File: config.mk
export PLATFORM = sky130hd
export DESIGN_NAME = serial_stream_sched
export DESIGN_NICKNAME = d
export VERILOG_FILES = /design/src/rtl/serial_stream_sched.sv
export SDC_FILE = /design/constraint.sdc
export NUM_CORES = 1
export LEC_CHECK = 0
export CAP_MARGIN = 20
export CORE_ASPECT_RATIO = 1.2
export CORE_UTILIZATION = 45
export CTS_CLUSTER_DIAMETER = 30
export DETAILED_ROUTE_END_ITERATION = 7
export PLACE_DENSITY = 0.76
export SYNTH_ARGS = -nofsm -noshare
export SYNTH_HDL_FRONTEND = slang
export SYNTH_SLANG_ARGS = --single-unit
export TNS_END_PERCENT = 5
File: constraint.sdc
create_clock -name clk -period 2.4 [get_ports clk]
set_input_delay 0.36 -clock clk [delete_from_list [all_inputs] [get_ports clk]]
set_output_delay 0.36 -clock clk [all_outputs]
set_load 0.02 [all_outputs]
File: src/rtl/serial_stream_sched.sv
// serial_stream_sched: round-robin word scheduler that
// serializes granted words MSB-first into a detector.
module serial_stream_sched #(
  parameter int WIDTH = 32,
  parameter int GAP   = 2
) (
  input  logic             clk,
  input  logic             rst,
  input  logic             req0_valid,
  input  logic [WIDTH-1:0] req0_data,
  output logic             req0_ready,
  input  logic             req1_valid,
  input  logic [WIDTH-1:0] req1_data,
  output logic             req1_ready,
  output logic             bit_out,
  output logic             det_rst,
  output logic             busy,
  output logic             grant_id,
  output logic             done
);

  localparam int BCW = $clog2(WIDTH);
  localparam int GCW = $clog2(GAP) + 1;

  typedef enum logic [1:0] {
    S_IDLE,
    S_GAP,
    S_SHIFT,
    S_DONE
  } state_t;

  state_t           state;
  state_t           state_n;
  logic [WIDTH-1:0] shreg;
  logic [WIDTH-1:0] shreg_n;
  logic [BCW-1:0]   bcnt;
  logic [BCW-1:0]   bcnt_n;
  logic [GCW-1:0]   gcnt;
  logic [GCW-1:0]   gcnt_n;
  logic             ptr;
  logic             ptr_n;
  logic             gid_n;
  logic             idle;
  logic             g0;
  logic             g1;
  logic             bit_n;
  logic             det_rst_n;
  logic             busy_n;
  logic             done_n;

  // Round-robin grant; a lone valid always wins,
  // ptr only breaks ties. Held off while in reset.
  always_comb begin
    idle       = rst && (state == S_IDLE);
    g0         = idle && req0_valid &&
                 (!req1_valid || !ptr);
    g1         = idle && req1_valid &&
                 (!req0_valid || ptr);
    req0_ready = g0;
    req1_ready = g1;
  end

  // Next-state, counters, shift register and the
  // values the registered outputs take next cycle.
  always_comb begin
    state_n = state;
    shreg_n = shreg;
    bcnt_n  = bcnt;
    gcnt_n  = gcnt;
    ptr_n   = ptr;
    gid_n   = grant_id;
    unique case (state)
      S_IDLE: begin
        if (g0 || g1) begin
          state_n = S_GAP;
          shreg_n = g1 ? req1_data : req0_data;
          gid_n   = g1;
          ptr_n   = ~g1;
          gcnt_n  = GCW'(GAP - 1);
        end
      end
      S_GAP: begin
        if (gcnt == '0) begin
          state_n = S_SHIFT;
          bcnt_n  = BCW'(WIDTH - 1);
        end else begin
          gcnt_n = gcnt - 1'b1;
        end
      end
      S_SHIFT: begin
        shreg_n = {shreg[WIDTH-2:0], 1'b0};
        if (bcnt == '0) begin
          state_n = S_DONE;
        end else begin
          bcnt_n = bcnt - 1'b1;
        end
      end
      S_DONE: begin
        state_n = S_IDLE;
      end
      default: begin
        state_n = S_IDLE;
      end
    endcase
    busy_n    = (state_n != S_IDLE);
    det_rst_n = (state_n == S_IDLE) ||
                (state_n == S_GAP);
    bit_n     = (state_n == S_SHIFT) &&
                shreg_n[WIDTH-1];
    done_n    = (state_n == S_DONE);
  end

  // State and registered outputs; reset discards
  // any in-flight word.
  always_ff @(posedge clk) begin
    if (!rst) begin
      state    <= S_IDLE;
      shreg    <= '0;
      bcnt     <= '0;
      gcnt     <= '0;
      ptr      <= 1'b0;
      grant_id <= 1'b0;
      bit_out  <= 1'b0;
      det_rst  <= 1'b1;
      busy     <= 1'b0;
      done     <= 1'b0;
    end else begin
      state    <= state_n;
      shreg    <= shreg_n;
      bcnt     <= bcnt_n;
      gcnt     <= gcnt_n;
      ptr      <= ptr_n;
      grant_id <= gid_n;
      bit_out  <= bit_n;
      det_rst  <= det_rst_n;
      busy     <= busy_n;
      done     <= done_n;
    end
  end

endmodule

Yosys cells after proc, flatten, opt, wreduce, memory -nomap -nowiden
Cells that the tools add are included.
{ "op_classes": {"eq_ne": 10, "mux": 13, "n_reduce_logical": 25, "add_sub_neg": 2, "n_bitwise": 1} }
{ "ops": {"columns": ["cell", "count"], "rows": [
  ["$mux 32", 2],
  ["$pmux 32 s2", 1],
  ["$mux 2", 5],
  ["$mux 5", 2],
  ["$pmux 5 s2", 1],
  ["$eq 2x2->1 const B", 4],
  ["$pmux 2 s4", 1],
  ["$reduce_bool 2->1", 4],
  ["$logic_and 1x1->1", 6],
  ["$logic_not 2->1", 3],
  ["$ne 2x2->1 const B", 3],
  ["$reduce_and 3->1", 2],
  ["$logic_not 5->1", 1],
  ["$sub 5x1->5 const B", 1],
  ["$eq 2x1->1 const B", 2],
  ["$logic_or 1x1->1", 4],
  ["$pmux 2 s2", 1],
  ["$reduce_and 2->1", 2],
  ["$logic_not 1->1", 3],
  ["$ne 2x1->1 const B", 1],
  ["$sub 2x1->2 const B", 1],
  ["$not 1->1", 1]
]} }
{ "word_totals": {"input_bits": 68, "register_bits": 47, "wordCells": 62} }

Logic depth before layout (Yosys ltp)
Gate-level depths: netlist of the first run.
{ "depth": {"depth_word": 9, "depth_mapped": 7} }

Worst setup path before layout of the first run
No wires, ideal clock.
{ "synth_timing": {"kind": "flip-flop to output port", "start": "reg state[0]", "end": "out req0_ready", "path_stages_with_launch": 4, "required_ns": 2.040, "arrival_time_ns": 1.145, "setup_slack_ns": 0.895, "path_buffers": 0, "cell_sequence": "dfxtp_1 nor2_2 nand2_1 a211oi_1"} }
{ "synth_via": {"elab_chain_cells": 4} }
{ "synth_lines": {"columns": ["element", "line_no", "rtl"], "rows": [
  ["start, declared", "32", "state_t state;"],
  ["start signal, assigned", "128", "state <= state_n;"],
  ["$logic_not 2->1", "54", "idle = rst && (state == S_IDLE);"],
  ["$logic_and 1x1->1", "54", null],
  ["$logic_and 1x1->1 (2 in series)", "55", "g0 = idle && req0_valid &&"],
  ["end, declared", "11", "output logic req0_ready,"]
]} }
No other way between the ends.

Worst setup path in the final report of the first run
{ "layout_timing": {"start": "reg state[0]", "end": "out req1_ready"} }
{ "layout_via": {"elab_chain_cells": 4} }
{ "layout_lines": {"columns": ["element", "line_no", "rtl"], "rows": [
  ["$logic_not 2->1", "54", null],
  ["$logic_and 1x1->1", "54", null],
  ["$logic_and 1x1->1 (2 in series)", "57", "g1 = idle && req1_valid &&"],
  ["end, declared", "14", "output logic req1_ready,"]
]} }
No other way between the ends.

==> impl_metrics.tcl, run 1 <==
set metrics [dict create \
    grt_setup_unrepaired "no" \
    synth_top_area_share 0.4171 \
    fillers 413 \
    top_usage_layer "met2" \
    async_flop_share 0 \
    critical_path.max_stage_delay_ns 0.61 \
    min_path_type "register to register" \
    layout_commonest_cell "clkdlybuf4s50_1" \
    antenna_cells 0 \
    root_buffer "clkbuf_8" \
    syn-cell-area_um2 2256 \
    portBuffers 74 \
    clock-sinks 47 \
    instances_no_fill 357 \
    crit_chain "nor2_2 -> nand2_1 -> nor2_1 -> clkdlybuf4s50_1" \
    path_clk_slew_ns 0.08 \
    clkLatencyLatePin_ns 0.29 \
    ctsHoldBuffers 0 \
    met1_usage 0.2186 \
    finalCritPeriodShare 0.8813 \
    maxSlewHeadroom 0.7392 \
    vias 2009 \
    place_congestion 0.7875 \
    syn_inst 228 \
    die_w_um 66.64 \
    rows 27 \
    seq_area_um2 940.9 \
    antenna_left 0 \
    cp-start-kind "register" \
    fmax_ghz 0.4728 \
    use_met2 0.3899 \
    powerDensity_nw_per_um2 657.9 \
    cp.required_ns 2.04 \
    final_cell_mix "clkdlybuf4s50_1, dfxtp_1, mux2i_1" \
    cts_tree "built" \
    hpwl_um 3602 \
    synth_nets 299 \
    antenna_found_initial 0 \
    grt_pass1_vias 2067 \
    htree_num_levels 2 \
    ir_drop_mv 0.2699 \
    ys_seq_area_frac 0.4171 \
    dieArea_um2 5301 \
    drive_gt1_frac 0.08361 \
    grtUsageMet3 0.04571 \
    wl_per_cell_um 13.76 \
    period_minus_slack_ns 2.115 \
    multiInputGateArea_um2 1147 \
    setup_viol 0 \
    worstPathArrival_ns 1.76 \
    track_usage 0.2043 \
    synth.avg_cell_area_um2 9.894 \
    finalClockSkew_ns 0.003487 \
    drc 0 \
    fin_area_um2 3128 \
    grt_pass1_wl_um 8466 \
    ys_dominant_reg_cell "dfxtp_1" \
    cp_slowest_cell "clkdlybuf4s50_1" \
    postCtsSetupBuffers 0 \
    cp-end-kind "output port" \
    finalMaxSlewViolations 0 \
    drt_iter0_drc 115 \
    dr.pass1.iters 4 \
    crit_buf_inv 1 \
    worst-path-max-fanout 8 \
    grt_overflow_total 0 \
    pin_count 75 \
    cts_resized 0 \
    synthTopCellsByArea "dfxtp_1, mux2i_1, a22oi_1, o22ai_1, buf_12" \
    final_hold_viol_count 0 \
    ys_ff_latch 47 \
    drt-total-wl_um 4913 \
    cts_buffers 5 \
    die_h_um 79.56 \
    setup_tns_ns 0 \
    synth_edf_count 0 \
    cpLargestDelayFamily "buffers and inverters" \
    drv_cap 0 \
    synth_area_leader_cell "dfxtp_1" \
    rr_worst_depth 5 \
    power_leakage_nw 1.272 \
    via_per_inst 5.627 \
    cts_max_path_buffers 2 \
    grt_max_degree 37 \
    min_path_cells 2 \
    core-area_um2 4696 \
    area_growth_pct 38.66 \
    postPlaceCellArea_um2 3023 \
    tightest_slew_ns 0.3901 \
    crit_type "register to output port" \
    status "finished clean" \
    cp.depth 4 \
    ys_warn_count 0 \
    dp_cells 350 \
    yosys.cell_types.count 40 \
    final_nets 370 \
    start_util 0.4804 \
]
[worst paths after layout]
check | startpoint | endpoint | slack [ns]
worst max-delay path | state[0]$_SDFF_PN0_ | req1_ready | 0.28
worst min register to register | shreg[0]$_SDFFE_PN0P_ | shreg[0]$_SDFFE_PN0P_ | 0.47
worst max register to register | state[1]$_SDFF_PN0_ | bcnt[4]$_SDFFE_PN0P_ | 0.84
worst min-delay path | shreg[0]$_SDFFE_PN0P_ | shreg[0]$_SDFFE_PN0P_ | 0.47
[synth_stat cells, drive strengths merged (2+ instances only)]
cell type,number
o22ai,31
mux2i,33
a22oi,30
nor3,4
dfxtp,47
nor2,9
a31oi,3
o21ai,6
nand2,5
a21oi,5
ha,3
a211oi,3
buf,13
nand3,3
clkbuf,7
inv,9
nor2b,2
[per-layer routing]
layer  share of wire  up-vias
met5               0        -
met4          0.0090        0
met3           0.045        6
met2            0.53       60
met1            0.41      931
li1                -     1012
[layout make-up]
type,instances,area share
repair buffers,84,0.2656
inverters,9,0.01080
multi-input cells,152,0.3668
flip-flops and latches,47,0.3008
clock inverters,1,0.009600
well taps,58,0.02320
clock buffers,6,0.02320
[worst min-delay path, cell delays in order (launching register included)]
cell and delay (ns):
dfxtp_1 0.32, nand3_1 0.06, o21ai_1 0.05
[sequential cells by signal, indices dropped and copies added (netlist names)]
signal    count
ptr           1
bcnt          5
grant_id      1
busy          1
gcnt          2
done          1
state         2
bit_out       1
det_rst       1
shreg        32
[cells by family after synthesis]
logic type	count (synthesis)	synth area share
AO/OA/AOI/OAI	84	0.2568
adder cells (fa/ha/maj)	3	0.01664
multiplexers	33	0.1464
buffers and inverters	29	0.08264
XOR/XNOR	1	0.003883
AND/OR/NAND/NOR	31	0.07655
flip-flops	47	0.4171
[stage by stage]
stage | hold WS (ns) | worst slack [ns] | util | total power [W]
global placement | 0.4574 | 0.2683 | 0.6438 | 0.001513
finish | 0.4659 | 0.2850 | 0.6661 | 0.002058
detailed placement | 0.4584 | 0.2391 | 0.6438 | 0.001532
floorplan | 0.4403 | 0.8947 | - | 0.001325
global route | 0.5097 | 0.1452 | 0.6661 | 0.002166
CTS | 0.4689 | 0.1298 | 0.6656 | 0.002071
[report_power, final]
group / total (W) / internal, W / switching, W
registers: 0.000959 / 0.000886 / 0.0000729
logic: 0.000553 / 0.000295 / 0.000258
clock network: 0.000545 / 0.000305 / 0.000240
total: 0.00206 / 0.00149 / 0.000571
Power figures use the tool's default switching activity.
==> run 2, diff against run 1 <==
CORE_UTILIZATION = 35   (was 45)
PLACE_DENSITY = 0.61   (was 0.76)
TNS_END_PERCENT = unset   (was 5)
==> impl_metrics.tcl, run 2 (synthesis results as in run 1) <==
set metrics [dict create \
    postCtsSetupBuffers 0 \
    regMostFlops "shreg" \
    grt_pass1_wl_um 8535 \
    clock-sinks 47 \
    antenna_found_initial 0 \
    status "finished clean" \
    tightest_slew_ns 0.4628 \
    finalMaxSlewViolations 0 \
    power_leakage_nw 1.253 \
    cp-end-kind "output port" \
    drc 0 \
    layout_commonest_cell "clkdlybuf4s50_1" \
    grt_setup_unrepaired "no" \
    dieArea_um2 6772 \
    cts_max_path_buffers 2 \
    pin_count 75 \
    fmax_ghz 0.4537 \
    die_w_um 75.29 \
    grt_max_degree 34 \
    wl_per_cell_um 12.75 \
    grt_overflow_total 0 \
    period_minus_slack_ns 2.204 \
    dp_cells 374 \
    track_usage 0.1589 \
    worst-path-max-fanout 8 \
    drt_iter0_drc 77 \
    finalCritPeriodShare 0.9184 \
    antenna_cells 0 \
    via_per_inst 5.196 \
    dr.pass1.iters 4 \
    largest_reg_flops 32 \
    start_util 0.3681 \
    min_path_cells 2 \
    powerDensity_nw_per_um2 622.9 \
    antenna_left 0 \
    final_hold_viol_count 0 \
    top_usage_layer "met2" \
    cts_tree "built" \
    die_h_um 89.95 \
    root_buffer "clkbuf_8" \
    final_cell_mix "clkdlybuf4s50_1, dfxtp_1, mux2i_1" \
    rows 31 \
    crit_type "register to output port" \
    grt_pass1_vias 1988 \
    cts_buffers 5 \
    vias 1985 \
    setup_viol 0 \
    finalClockSkew_ns 0.005637 \
    use_met2 0.2716 \
    cp.required_ns 2.04 \
    htree_num_levels 2 \
    final_nets 370 \
    instances_no_fill 382 \
    min_path_type "register to register" \
    place_congestion 0.7543 \
    drive_gt1_frac 0.08333 \
    clkLatencyLatePin_ns 0.29 \
    hpwl_um 3530 \
    core-area_um2 6128 \
    largestRegisters "shreg: 32 flops, bcnt: 5 flops" \
    area_growth_pct 39.49 \
    cts_resized 0 \
    setup_tns_ns 0 \
    cp-start-kind "register" \
    drt-total-wl_um 4870 \
    drv_cap 0 \
    met1_usage 0.1954 \
    maxSlewHeadroom 0.6911 \
    ctsHoldBuffers 0 \
    ir_drop_mv 0.2603 \
    grtUsageMet3 0.03027 \
    portBuffers 74 \
    path_clk_slew_ns 0.08 \
    worstPathArrival_ns 1.84 \
    rr_worst_depth 6 \
]
## run 2: path summary, 6_finish.rpt
kind,start,endpoint,slack (ns)
setup / recovery,state[1]$_SDFF_PN0_,req0_ready,0.20
hold / removal,shreg[0]$_SDFFE_PN0P_,shreg[0]$_SDFFE_PN0P_,0.47
setup reg to reg,bcnt[0]$_SDFFE_PN0P_,bcnt[1]$_SDFFE_PN0P_,0.89
hold reg to reg,shreg[0]$_SDFFE_PN0P_,shreg[0]$_SDFFE_PN0P_,0.47
## run 2: per-stage QoR
stage	hold slack [ns]	total power, W	util	worst slack, ns	instance area [µm²]
after floorplan	0.4403	0.001325	-	0.8947	2256
after global placement	0.4536	0.001525	0.5002	0.2685	3065
after global routing	0.5351	0.002080	0.5135	0.005092	3147
after CTS	0.4782	0.001986	0.5135	0.1656	3147
after detailed placement	0.4661	0.001534	0.5002	0.2668	3065
final	0.4738	0.001960	0.5135	0.1958	3147
## run 2: power breakdown
part	internal, W	switching, W	total, W
combinational	0.000299	0.000254	0.000553
sequential	0.000886	0.0000688	0.000955
clock	0.000205	0.000248	0.000452
total	0.00139	0.000571	0.00196
## run 2: final cells by class
| class | count | area [µm²] |
|---|---|---|
| inverters | 9 | 33.78 |
| repair buffers | 84 | 840.8 |
| clock buffers | 7 | 76.32 |
| flip-flops and latches | 47 | 940.9 |
| multi-input cells | 152 | 1147 |
| clock inverters | 1 | 5.005 |
| well taps | 82 | 102.6 |
| fillers | 644 | 2982 |
## run 2: critical path, cell delays in order (launching register included)
cell             delay (ns)
dfxtp_1                0.40
nor2_2                 0.23
nand2_1                0.10
a211oi_1               0.18
clkdlybuf4s50_1        0.64
## run 2: metal layers
layer / share of wire / wire, µm
met5: 0 / 0
met4: 0.011 / 52
met3: 0.045 / 219
met2: 0.49 / 2382
met1: 0.45 / 2215
